File: config.mk
export PLATFORM = sky130hd
export DESIGN_NAME = load_store_unit
export DESIGN_NICKNAME = d
export VERILOG_FILES = /design/src/rtl/load_store_unit.sv
export SDC_FILE = /design/constraint.sdc
export NUM_CORES = 1
export LEC_CHECK = 0
export CORE_MARGIN = 2
export CORE_UTILIZATION = 39
export CTS_CLUSTER_SIZE = 8
export DETAILED_ROUTE_END_ITERATION = 7
export PLACE_DENSITY = 0.81
export SKIP_CTS_REPAIR_TIMING = 1
export SYNTH_ARGS = -nofsm -noshare
export SYNTH_HDL_FRONTEND = slang
export SYNTH_SLANG_ARGS = --single-unit
File: constraint.sdc
create_clock -name clk -period 2.2 [get_ports clk]
set_clock_uncertainty 0.05 [all_clocks]
set_input_delay 0.22 -clock clk [delete_from_list [all_inputs] [get_ports clk]]
set_output_delay 0.22 -clock clk [all_outputs]
set_load 0.02 [all_outputs]
File: src/rtl/load_store_unit.sv
// Load/store unit: one outstanding word-bus access per request, with byte-lane steering,
// load sign/zero extension, misalignment/illegal-op faults and a mem_ready timeout.
module load_store_unit #(
    parameter int TIMEOUT = 255
) (
    input  logic        clk,
    input  logic        reset,
    input  logic        req_valid,
    input  logic        req_we,
    input  logic [2:0]  req_funct3,
    input  logic [31:0] req_addr,
    input  logic [31:0] req_wdata,
    output logic        stall,
    output logic [31:0] rdata,
    output logic        fault,
    output logic        bus_err,
    output logic        mem_req,
    output logic        mem_we,
    output logic [31:0] mem_addr,
    output logic [31:0] mem_wdata,
    output logic [3:0]  mem_be,
    input  logic        mem_ready,
    input  logic [31:0] mem_rdata
);

    localparam int CW = (TIMEOUT < 2) ? 1 : $clog2(TIMEOUT);

    typedef enum logic [1:0] {IDLE, BUSY, DONE} state_t;

    state_t        state_q, state_d;
    logic [CW-1:0] cnt_q, cnt_d;
    logic [31:0]   rdata_q, rdata_d;
    logic          bus_err_q, bus_err_d;
    logic          we_q;
    logic [2:0]    f3_q;
    logic [31:0]   addr_q, wdata_q;
    logic          legal, accept;
    logic [3:0]    be;
    logic [7:0]    ld_byte;
    logic [15:0]   ld_half;
    logic [31:0]   ld_ext;

    always_comb begin
        legal = 1'b0;
        case (req_funct3)
            3'b000:  legal = 1'b1;
            3'b001:  legal = ~req_addr[0];
            3'b010:  legal = (req_addr[1:0] == 2'b00);
            3'b100:  legal = ~req_we;
            3'b101:  legal = ~req_we & ~req_addr[0];
            default: legal = 1'b0;
        endcase
    end

    always_comb begin
        ld_byte = mem_rdata[{addr_q[1:0], 3'b000} +: 8];
        ld_half = addr_q[1] ? mem_rdata[31:16] : mem_rdata[15:0];
        case (f3_q)
            3'b000:  ld_ext = {{24{ld_byte[7]}}, ld_byte};
            3'b100:  ld_ext = {24'd0, ld_byte};
            3'b001:  ld_ext = {{16{ld_half[15]}}, ld_half};
            3'b101:  ld_ext = {16'd0, ld_half};
            default: ld_ext = mem_rdata;
        endcase
    end

    always_comb begin
        be = 4'b1111;
        if (we_q) begin
            case (f3_q[1:0])
                2'b00:   be = 4'b0001 << addr_q[1:0];
                2'b01:   be = addr_q[1] ? 4'b1100 : 4'b0011;
                default: be = 4'b1111;
            endcase
        end
        case (f3_q[1:0])
            2'b00:   mem_wdata = {4{wdata_q[7:0]}};
            2'b01:   mem_wdata = {2{wdata_q[15:0]}};
            default: mem_wdata = wdata_q;
        endcase
    end

    always_comb begin
        state_d   = state_q;
        cnt_d     = cnt_q;
        rdata_d   = rdata_q;
        bus_err_d = 1'b0;
        stall     = 1'b0;
        fault     = 1'b0;
        mem_req   = 1'b0;
        accept    = 1'b0;
        case (state_q)
            IDLE: begin
                if (req_valid) begin
                    if (legal) begin
                        stall   = 1'b1;
                        accept  = 1'b1;
                        state_d = BUSY;
                    end else begin
                        // gated so a held request cannot pulse fault while in reset
                        fault = reset;
                    end
                end
            end
            BUSY: begin
                mem_req = 1'b1;
                stall   = 1'b1;
                if (mem_ready) begin
                    cnt_d   = '0;
                    state_d = DONE;
                    if (!we_q) rdata_d = ld_ext;
                end else if (cnt_q == CW'(TIMEOUT - 1)) begin
                    cnt_d     = '0;
                    bus_err_d = 1'b1;
                    state_d   = DONE;
                    if (!we_q) rdata_d = '0;
                end else begin
                    cnt_d = cnt_q + CW'(1);
                end
            end
            default: state_d = IDLE;
        endcase
    end

    always_ff @(posedge clk or negedge reset) begin
        if (!reset) begin
            state_q   <= IDLE;
            cnt_q     <= '0;
            rdata_q   <= '0;
            bus_err_q <= 1'b0;
            we_q      <= 1'b0;
            f3_q      <= 3'b000;
            addr_q    <= '0;
            wdata_q   <= '0;
        end else begin
            state_q   <= state_d;
            cnt_q     <= cnt_d;
            rdata_q   <= rdata_d;
            bus_err_q <= bus_err_d;
            if (accept) begin
                we_q    <= req_we;
                f3_q    <= req_funct3;
                addr_q  <= req_addr;
                wdata_q <= req_wdata;
            end
        end
    end

    assign rdata    = rdata_q;
    assign bus_err  = bus_err_q;
    assign mem_we   = mem_req & we_q;
    assign mem_be   = mem_req ? be : 4'b0000;
    assign mem_addr = {addr_q[31:2], 2'b00};

endmodule

==> results of run 1 <==
-- layer usage --
metal  track usage [%]  share of wire, %  vias up  routed length, µm
met5                 0                 0        -                  0
met4              9.27               2.8        0                420
met3              5.90               7.7       33               1170
met2              33.7                50      194               7480
met1              24.1                40     2106               5980
li1                  -                 -     2005                  -
-- layout make-up --
type	instances	area, µm²
clock buffer	11	253
clock inverter	4	76.3
fill	1103	5840
inverter	3	11.3
multi-input combinational	286	2310
sequential	111	2780
tap	180	225
timing repair buffer	227	2330
-- cells by family (layout without fill, tap and decap cells) --
kind of cell,Yosys count,after routing,synth area share [%]
adders and majority gates,2,2,0.454
muxes,103,103,20.7
other,1,2,0.0680
AOI/OAI and AO/OA,102,102,12.6
buffers and inverters,73,245,8.24
DFF,111,111,50.4
and+or+nand+nor,77,77,7.56
-- per-stage QoR --
stage / utilization, % / instances
after floorplan: - / 470
after global placement: 54.6 / 806
after detailed placement: 54.6 / 806
after CTS: 57.0 / 821
after global routing: 57.8 / 822
final: 57.8 / 822
-- power breakdown --
part	internal, W	total (W)	switching, W	leakage [nW]
clock network	0.00106	0.00180	0.000743	0.158
registers	0.00275	0.00329	0.000537	1.36
logic	0.00239	0.00459	0.00220	2.06
-- placed cells by master, fill, tap and decap left out, types with 3 or more instances in the layout --
cell type        count
a21oi_1             27
a221o_1             16
o21ai_0             23
a31oi_1              4
mux2i_1             17
dfrtp_1            111
or3_1                9
clkdlybuf4s50_1    179
o22ai_1              7
nor2_1               9
o2bb2ai_1            7
buf_12               3
dlymetal6s2s_1      26
nand3_1              3
nand2b_1             4
a22o_1               9
mux2_2              86
nor2b_1             10
clkbuf_16            9
nand2_1             26
buf_4               16
-- path summary, 6_finish.rpt --
path | startpoint | endpoint | slack [ps] | cells after the start
worst max-delay path | f3_q[1] | mem_wdata[16] | 70 | 3
worst min-delay path | req_wdata[10] | wdata_q[10] | 420 | 2
worst max register to register | cnt_q[1] | rdata[27] | 150 | 6
worst min register to register | wdata_q[21] | wdata_q[21] | 460 | 1
max in group asynchronous | reset | cnt_q[2] | 1130 | 3
min in group asynchronous | reset | rdata[3] | 510 | 3
-- worst reg2reg max path: stages (launching register included) --
cell and delay [ps]:
dfrtp_1 430, ha_1 210, and4_4 260, a21oi_2 60
or3_1 300, buf_4 240, a221o_1 390
-- registers in the layout (all words and copies together), names as in the netlist --
signal   cells
addr_q      32
bus_err      1
cnt_q        8
f3_q         3
rdata       32
state_q      2
wdata_q     32
we_q         1
==> flow_summary.json, run 1 <==
{
  "drt_wl_total_um": 15000,
  "overflow": 0,
  "tightestPinTransition_ps": 768,
  "period_share_pct": 97.0,
  "first_global_vias": 4539,
  "cts.sinks": 111,
  "ys_ff_latch": 111,
  "dpl-instance-area_um2": 7560,
  "fmax_mhz": 469,
  "via_count": 4338,
  "antenna_found_initial": 0,
  "rows": 43,
  "synth_flop_cell": "dfrtp_1",
  "synth.most_common_cell": "dfrtp_1",
  "drc": 0,
  "timing.final.ws_setup_ps": 66.5,
  "ir_drop_v": 0.000746,
  "wl_per_cell_um": 18.3,
  "total_power_w": 0.00968,
  "p_per_area_nw_per_um2": 1210,
  "crit_buf_inv": 2,
  "nets": 744,
  "h-tree-depth": 3,
  "numCtsBuffers": 9,
  "grt_first_pass_wirelength_um": 23400,
  "die_height_um": 123,
  "synth_area_um2": 5510,
  "viasPerCell": 5.28,
  "yosysTopAreaCellShare_pct": 50.4,
  "clkTransAtPathRegs_ps": 80,
  "worst_setup_path_start_kind": "register",
  "pin_count": 209,
  "syn_area_per_cell_um2": 11.8,
  "p_leak_nw": 3.58,
  "rsz0062_at_grt": "false",
  "synth_cell_types": 42,
  "cp-end-kind": "output port",
  "fin_area_um2": 7990,
  "hpwl_um": 11100,
  "track_usage_pct": 20.2,
  "setup_viol": 0,
  "ant_nets": 0,
  "outcome": "finished, final reports clean",
  "start_util_pct": 39.9,
  "holdWs_ps": 420,
  "ys_warn_count": 0,
  "worstPathMaxFanout": 27,
  "clock_latency_ps": 350,
  "synth_commonest_cells": "dfrtp_1, mux2_2, buf_4, a21oi_1, nand2_1",
  "die_x_um": 123,
  "grt_start_max_net_pins": 112,
  "cp_cell_sequence": "buf_8 -> mux2_2 -> clkdlybuf4s50_1",
  "area_growth_pct": 44.9,
  "cp_top_family": "buffers and inverters",
  "dieArea_um2": 15100,
  "cap_violations": 0,
  "clk_path_buf_depth": 2,
  "cts_root_buf": "clkbuf_16",
  "synth_cells": 469,
  "crit_path_max_incr_delay_ps": 530,
  "place_ws_ps": -107,
  "maxSlewHeadroom_pct": 48.6,
  "drt-initial-drc-count": 254,
  "ys_seq_area_share_pct": 50.4,
  "gp_congestion": 0.823,
  "synth_edf_count": 0,
  "core-area_um2": 13800,
  "port_buffers": 206,
  "critical_path_required_ps": 1930,
  "drt_first_pass_iters": 5,
  "diodes": 0,
  "async_reset_ff_share_pct": 100,
  "drive_above_1_share_pct": 20.7,
  "path_class": "register to output port",
  "critPathSlowestCell": "clkdlybuf4s50_1",
  "post-route-min-period_ps": 2130,
  "worstPathArrival_ps": 1860,
  "finalSetupTns_ps": 0,
  "yosys.area.top_type": "dfrtp_1",
  "cts_tree": "built",
  "hold_viol_final": 0,
  "maxSlewViolCount": 0,
  "ys_top_cells_by_area": "dfrtp_1, mux2_2, buf_4, mux2i_1, a221o_1",
  "hold_path.class": "primary input to register"
}
No activity file was read; power rests on OpenSTA's default activity.
==> run 2, diff against run 1 <==
CTS_BUF_LIST = sky130_fd_sc_hd__clkbuf_4   (was not set)
==> run 2 against run 1 <==
Global-route usage decreased by 0.25 points. Sequential share of layout area increased by 0.74 points. Non-clock buffer count increased by 2. Fmax increased by 1.9%. Count of clock-buffer cells in the layout decreased by 2. Wire length decreased by 0.33%. Worst hold slack got worse by 140 ps. Clock power decreased by 38%. Combinational power about the same. Critical endpoint is now mem_wdata[9].
==> flow_summary.json, run 2 (synthesis gave the netlist of run 1 again) <==
{
  "outcome": "finished, final reports clean",
  "critical_path_required_ps": 1930,
  "reg2regPathDepth": 7,
  "diodes": 0,
  "nFillCells": 1114,
  "numCtsBuffers": 9,
  "timing.rr.start": "cnt_q[0]",
  "viasPerCell": 5.32,
  "gp_congestion": 0.823,
  "wl_per_cell_um": 18.2,
  "cap_violations": 0,
  "drive_above_1_share_pct": 21.4,
  "area_growth_pct": 42.0,
  "die_height_um": 123,
  "setup_viol": 0,
  "overflow": 0,
  "power_frac_comb_pct": 51.1,
  "cts_tree": "built",
  "tightestPinTransition_ps": 762,
  "total_power_w": 0.00901,
  "fmax_mhz": 477,
  "worstPathMaxFanout": 4,
  "hold_viol_final": 0,
  "port_buffers": 206,
  "maxSlewViolCount": 0,
  "via_count": 4383,
  "crit_start": "f3_q[0]",
  "start_util_pct": 39.9,
  "dieArea_um2": 15100,
  "period_share_pct": 95.2,
  "crit_path_end": "mem_wdata[9]",
  "r2r_end": "rdata[18]",
  "intPower_w": 0.00560,
  "holdWs_ps": 282,
  "p_per_area_nw_per_um2": 1150,
  "final_cell_mix": "clkdlybuf4s50_1, dfrtp_1, mux2_2",
  "power_frac_clock_pct": 12.4,
  "hold_path.class": "primary input to register",
  "pwr-share-seq_pct": 36.6,
  "layout_commonest_cell": "clkdlybuf4s50_1",
  "clk_path_buf_depth": 2,
  "drt-initial-drc-count": 233,
  "track_usage_pct": 20.0,
  "grt_start_max_net_pins": 112,
  "cts_root_buf": "clkbuf_4",
  "whs_path_depth": 2,
  "hpwl_um": 11100,
  "worst_setup_path_start_kind": "register",
  "cts.sinks": 111,
  "h-tree-depth": 3,
  "clkTransAtPathRegs_ps": 160,
  "drt_wl_total_um": 15000,
  "pin_count": 209,
  "clock_latency_ps": 470,
  "dpl-instance-area_um2": 7560,
  "drt_first_pass_iters": 4,
  "first_global_vias": 4536,
  "fin_area_um2": 7830,
  "grt_first_pass_wirelength_um": 23200,
  "drc": 0,
  "switching_power_w": 0.00341,
  "cp-end-kind": "output port",
  "p_leak_nw": 3.54,
  "rows": 43,
  "die_x_um": 123,
  "post-route-min-period_ps": 2090,
  "rsz0062_at_grt": "false",
  "swShare_pct": 37.8,
  "antenna_found_initial": 0,
  "ir_drop_v": 0.000588,
  "core-area_um2": 13800,
  "path_class": "register to output port",
  "ant_nets": 0,
  "r2r_slack_ps": 150,
  "multi_input_area_um2": 2310,
  "seq_area_um2": 2780,
  "nets": 746,
  "maxSlewHeadroom_pct": 49.0,
  "worstPathArrival_ps": 1820
}
-- run 2: changes by cell type in the layout (fill, tap and decap cells not counted), moves of 2 or more --
cell	previous run	this run
clkinv_1	0	2
buf_4	16	18
clkbuf_16	9	0
clkbuf_8	2	0
clkbuf_2	0	2
clkdlybuf4s50_1	179	173
dlymetal6s2s_1	26	29
dfrtp_1	111	109
clkbuf_4	0	9
dfrtp_2	0	2
-- run 2: worst min-delay path by stage --
stage	to	slack [ps]	startpoint
2_1_floorplan	addr_q[0]	-130	reset
3_3_place_gp	rdata[15]	350	reset
3_5_place_dp	rdata[15]	360	reset
4_1_cts	rdata[3]	-210	reset
5_1_grt	addr_q[9]	230	req_addr[9]
6_report	wdata_q[2]	280	req_wdata[2]
-- run 2: power by group through the flow --
stage / combinational, W / sequential, W / clock, W
final: 0.00460 / 0.00329 / 0.00111
after global routing: 0.00491 / 0.00339 / 0.00124
after CTS: 0.00466 / 0.00328 / 0.00114
after detailed placement: 0.00462 / 0.00332 / 0
after global placement: 0.00457 / 0.00326 / 0
after floorplan: 0.00247 / 0.00349 / 0
-- run 2: critical path, cell delays in order (launching register included) --
cell and delay (ps):
dfrtp_2 490, nor2_4 140, buf_4 180, mux2_2 330
dlymetal6s2s_1 210
-- run 2: cell type report --
class | instances | share of cell area, %
clock inverter | 6 | 1.07
timing repair buffer | 229 | 30.0
multi-input combinational | 286 | 29.5
inverter | 3 | 0.144
sequential | 111 | 35.5
clock buffer | 9 | 0.863
tap | 180 | 2.88
-- run 2: per-layer routing --
layer	GRT usage (%)	routed length, µm
met5	0	0
met2	33.4	7450
met3	5.90	1170
met4	8.76	421
met1	23.8	5960
-- run 2: metrics by stage --
step	instances	setup WS (ps)	TNS (ps)	utilization (%)
5_1_grt	824	16.6	0	56.6
3_5_place_dp	806	-107	-107	54.6
4_1_cts	821	-383	-7700	55.7
2_1_floorplan	470	193	0	-
3_3_place_gp	806	31.3	0	54.6
6_report	824	106	0	56.6
==> run 3, diff against run 2 <==
GPL_TIMING_DRIVEN = 0   (was not set)
==> run 3 against run 2 <==
The flow now finishes with violations (negative hold slack). Utilization rose by 2.6 points. Worst hold slack got worse by 450 ps. Critical path type unchanged. Fmax shrank 2.7%.
==> flow_summary.json, run 3 (synthesis gave the netlist of run 1 again) <==
{
  "outcome": "finished, violations left",
  "violations": "negative hold slack",
  "seq_area_um2": 2780,
  "maxSlewHeadroom_pct": 50.9,
  "fin_cells": 883,
  "switching_power_w": 0.00353,
  "grt_first_pass_wirelength_um": 24100,
  "hold_path.class": "primary input to async pin",
  "track_usage_pct": 21.0,
  "multi_input_area_um2": 2330,
  "finalSetupTns_ps": 0,
  "swShare_pct": 38.0,
  "cp-end-kind": "output port",
  "hpwl_um": 11800,
  "power_frac_clock_pct": 11.2,
  "crit_path_end": "mem_wdata[15]",
  "nets": 804,
  "crit_start": "f3_q[1]",
  "cp_num_cells": 5,
  "drc": 0,
  "nFillCells": 1082,
  "via_count": 4614,
  "clkTransAtPathRegs_ps": 170,
  "cp_cell_sequence": "buf_6 -> nor2_4 -> buf_12 -> mux2_2 -> clkbuf_2",
  "antenna_found_initial": 1,
  "drt_first_pass_iters": 5,
  "rsz0062_at_grt": "true",
  "grt_start_max_net_pins": 75,
  "final_cell_mix": "clkdlybuf4s50_1, dfrtp_1, mux2_2",
  "drive_above_1_share_pct": 29.2,
  "setup_viol": 0,
  "numCtsBuffers": 9,
  "path_class": "register to output port",
  "ir_drop_v": 0.000694,
  "core-area_um2": 13800,
  "critPathSlowestCell": "dfrtp_1",
  "clk_path_buf_depth": 2,
  "r2r_end": "rdata[20]",
  "worstPathArrival_ps": 1880,
  "post-route-min-period_ps": 2150,
  "hold_viol_final": 73,
  "cts_tree": "built",
  "cap_violations": 0,
  "p_leak_nw": 3.65,
  "rows": 43,
  "start_util_pct": 39.9,
  "viasPerCell": 5.23,
  "dieArea_um2": 15100,
  "intPower_w": 0.00576,
  "clock_latency_ps": 480,
  "timing.rr.start": "cnt_q[0]",
  "layout_commonest_cell": "clkdlybuf4s50_1",
  "tightestPinTransition_ps": 737,
  "place_inst": 857,
  "ant_nets": 0,
  "crit_path_max_incr_delay_ps": 460,
  "power_frac_comb_pct": 53.7,
  "maxSlewViolCount": 0,
  "cts_root_buf": "clkbuf_4",
  "worst_setup_path_start_kind": "register",
  "pin_count": 209,
  "pwr-share-seq_pct": 35.1,
  "die_height_um": 123,
  "worstPathMaxFanout": 10,
  "first_global_vias": 4573,
  "h-tree-depth": 3,
  "critical_path_required_ps": 1930,
  "fmax_mhz": 464,
  "holdWs_ps": -168,
  "p_per_area_nw_per_um2": 1140,
  "die_x_um": 123,
  "cts.sinks": 111,
  "gp_congestion": 0.924,
  "wl_per_cell_um": 18.1,
  "reg2regPathDepth": 8,
  "port_buffers": 206,
  "drt_wl_total_um": 16000,
  "drt-initial-drc-count": 224,
  "period_share_pct": 97.9,
  "area_growth_pct": 48.4,
  "overflow": 0,
  "crit_buf_inv": 3,
  "cp_top_family": "buffers and inverters",
  "r2r_slack_ps": 50
}
## run 3: how the worst min path moves through the flow
stage | start | end | slack [ps] | cells after the start
after floorplan | reset | addr_q[0] | -130 | 0
after global placement | wdata_q[22] | wdata_q[22] | 430 | 1
after detailed placement | reset | wdata_q[23] | 180 | 1
after CTS | reset | wdata_q[23] | -370 | 1
after global routing | reset | wdata_q[15] | -170 | 4
final | reset | wdata_q[10] | -170 | 4
## run 3: cell type report
class	instances	share of cell area (%)
tap	180	2.75
clock buffer	11	1.01
clock inverter	4	0.566
sequential	111	34.0
buffer	68	6.10
inverter	3	0.138
timing repair buffer	219	27.0
antenna	1	0.0306
multi-input combinational	286	28.4
## run 3: power groups by stage
| stage | registers, W | logic, W | clock network (W) |
|---|---|---|---|
| after detailed placement | 0.00329 | 0.00492 | 0 |
| after global placement | 0.00325 | 0.00486 | 0 |
| after global routing | 0.00336 | 0.00530 | 0.00113 |
| after CTS | 0.00325 | 0.00496 | 0.00105 |
| after floorplan | 0.00349 | 0.00247 | 0 |
| final | 0.00326 | 0.00499 | 0.00104 |
## run 3: metal layers
metal / track usage [%] / vias to the layer above / routed length (µm)
li1: - / 2117 / -
met1: 25.5 / 2262 / 6430
met2: 34.7 / 195 / 7910
met3: 6.60 / 40 / 1230
met4: 8.26 / 0 / 393
met5: 0 / - / 0
## run 3: tightest hold or removal path, delay by kind of cell
family / cells / cell delay [ps]
buf+inv: 4 / 570
## run 3: through the flow
stage                     utilization [%]  instance area, µm²  hold slack (ps)  setup slack (ps)  total power, W
after global routing                 59.2                8180             -168             -13.7         0.00979
final                                59.2                8180             -168              47.0         0.00930
after global placement               56.4                7800              433             -3540         0.00810
after CTS                            57.5                7960             -371             -1210         0.00926
after detailed placement             56.6                7830              184              -635         0.00821
after floorplan                         -                5520             -126               193         0.00596
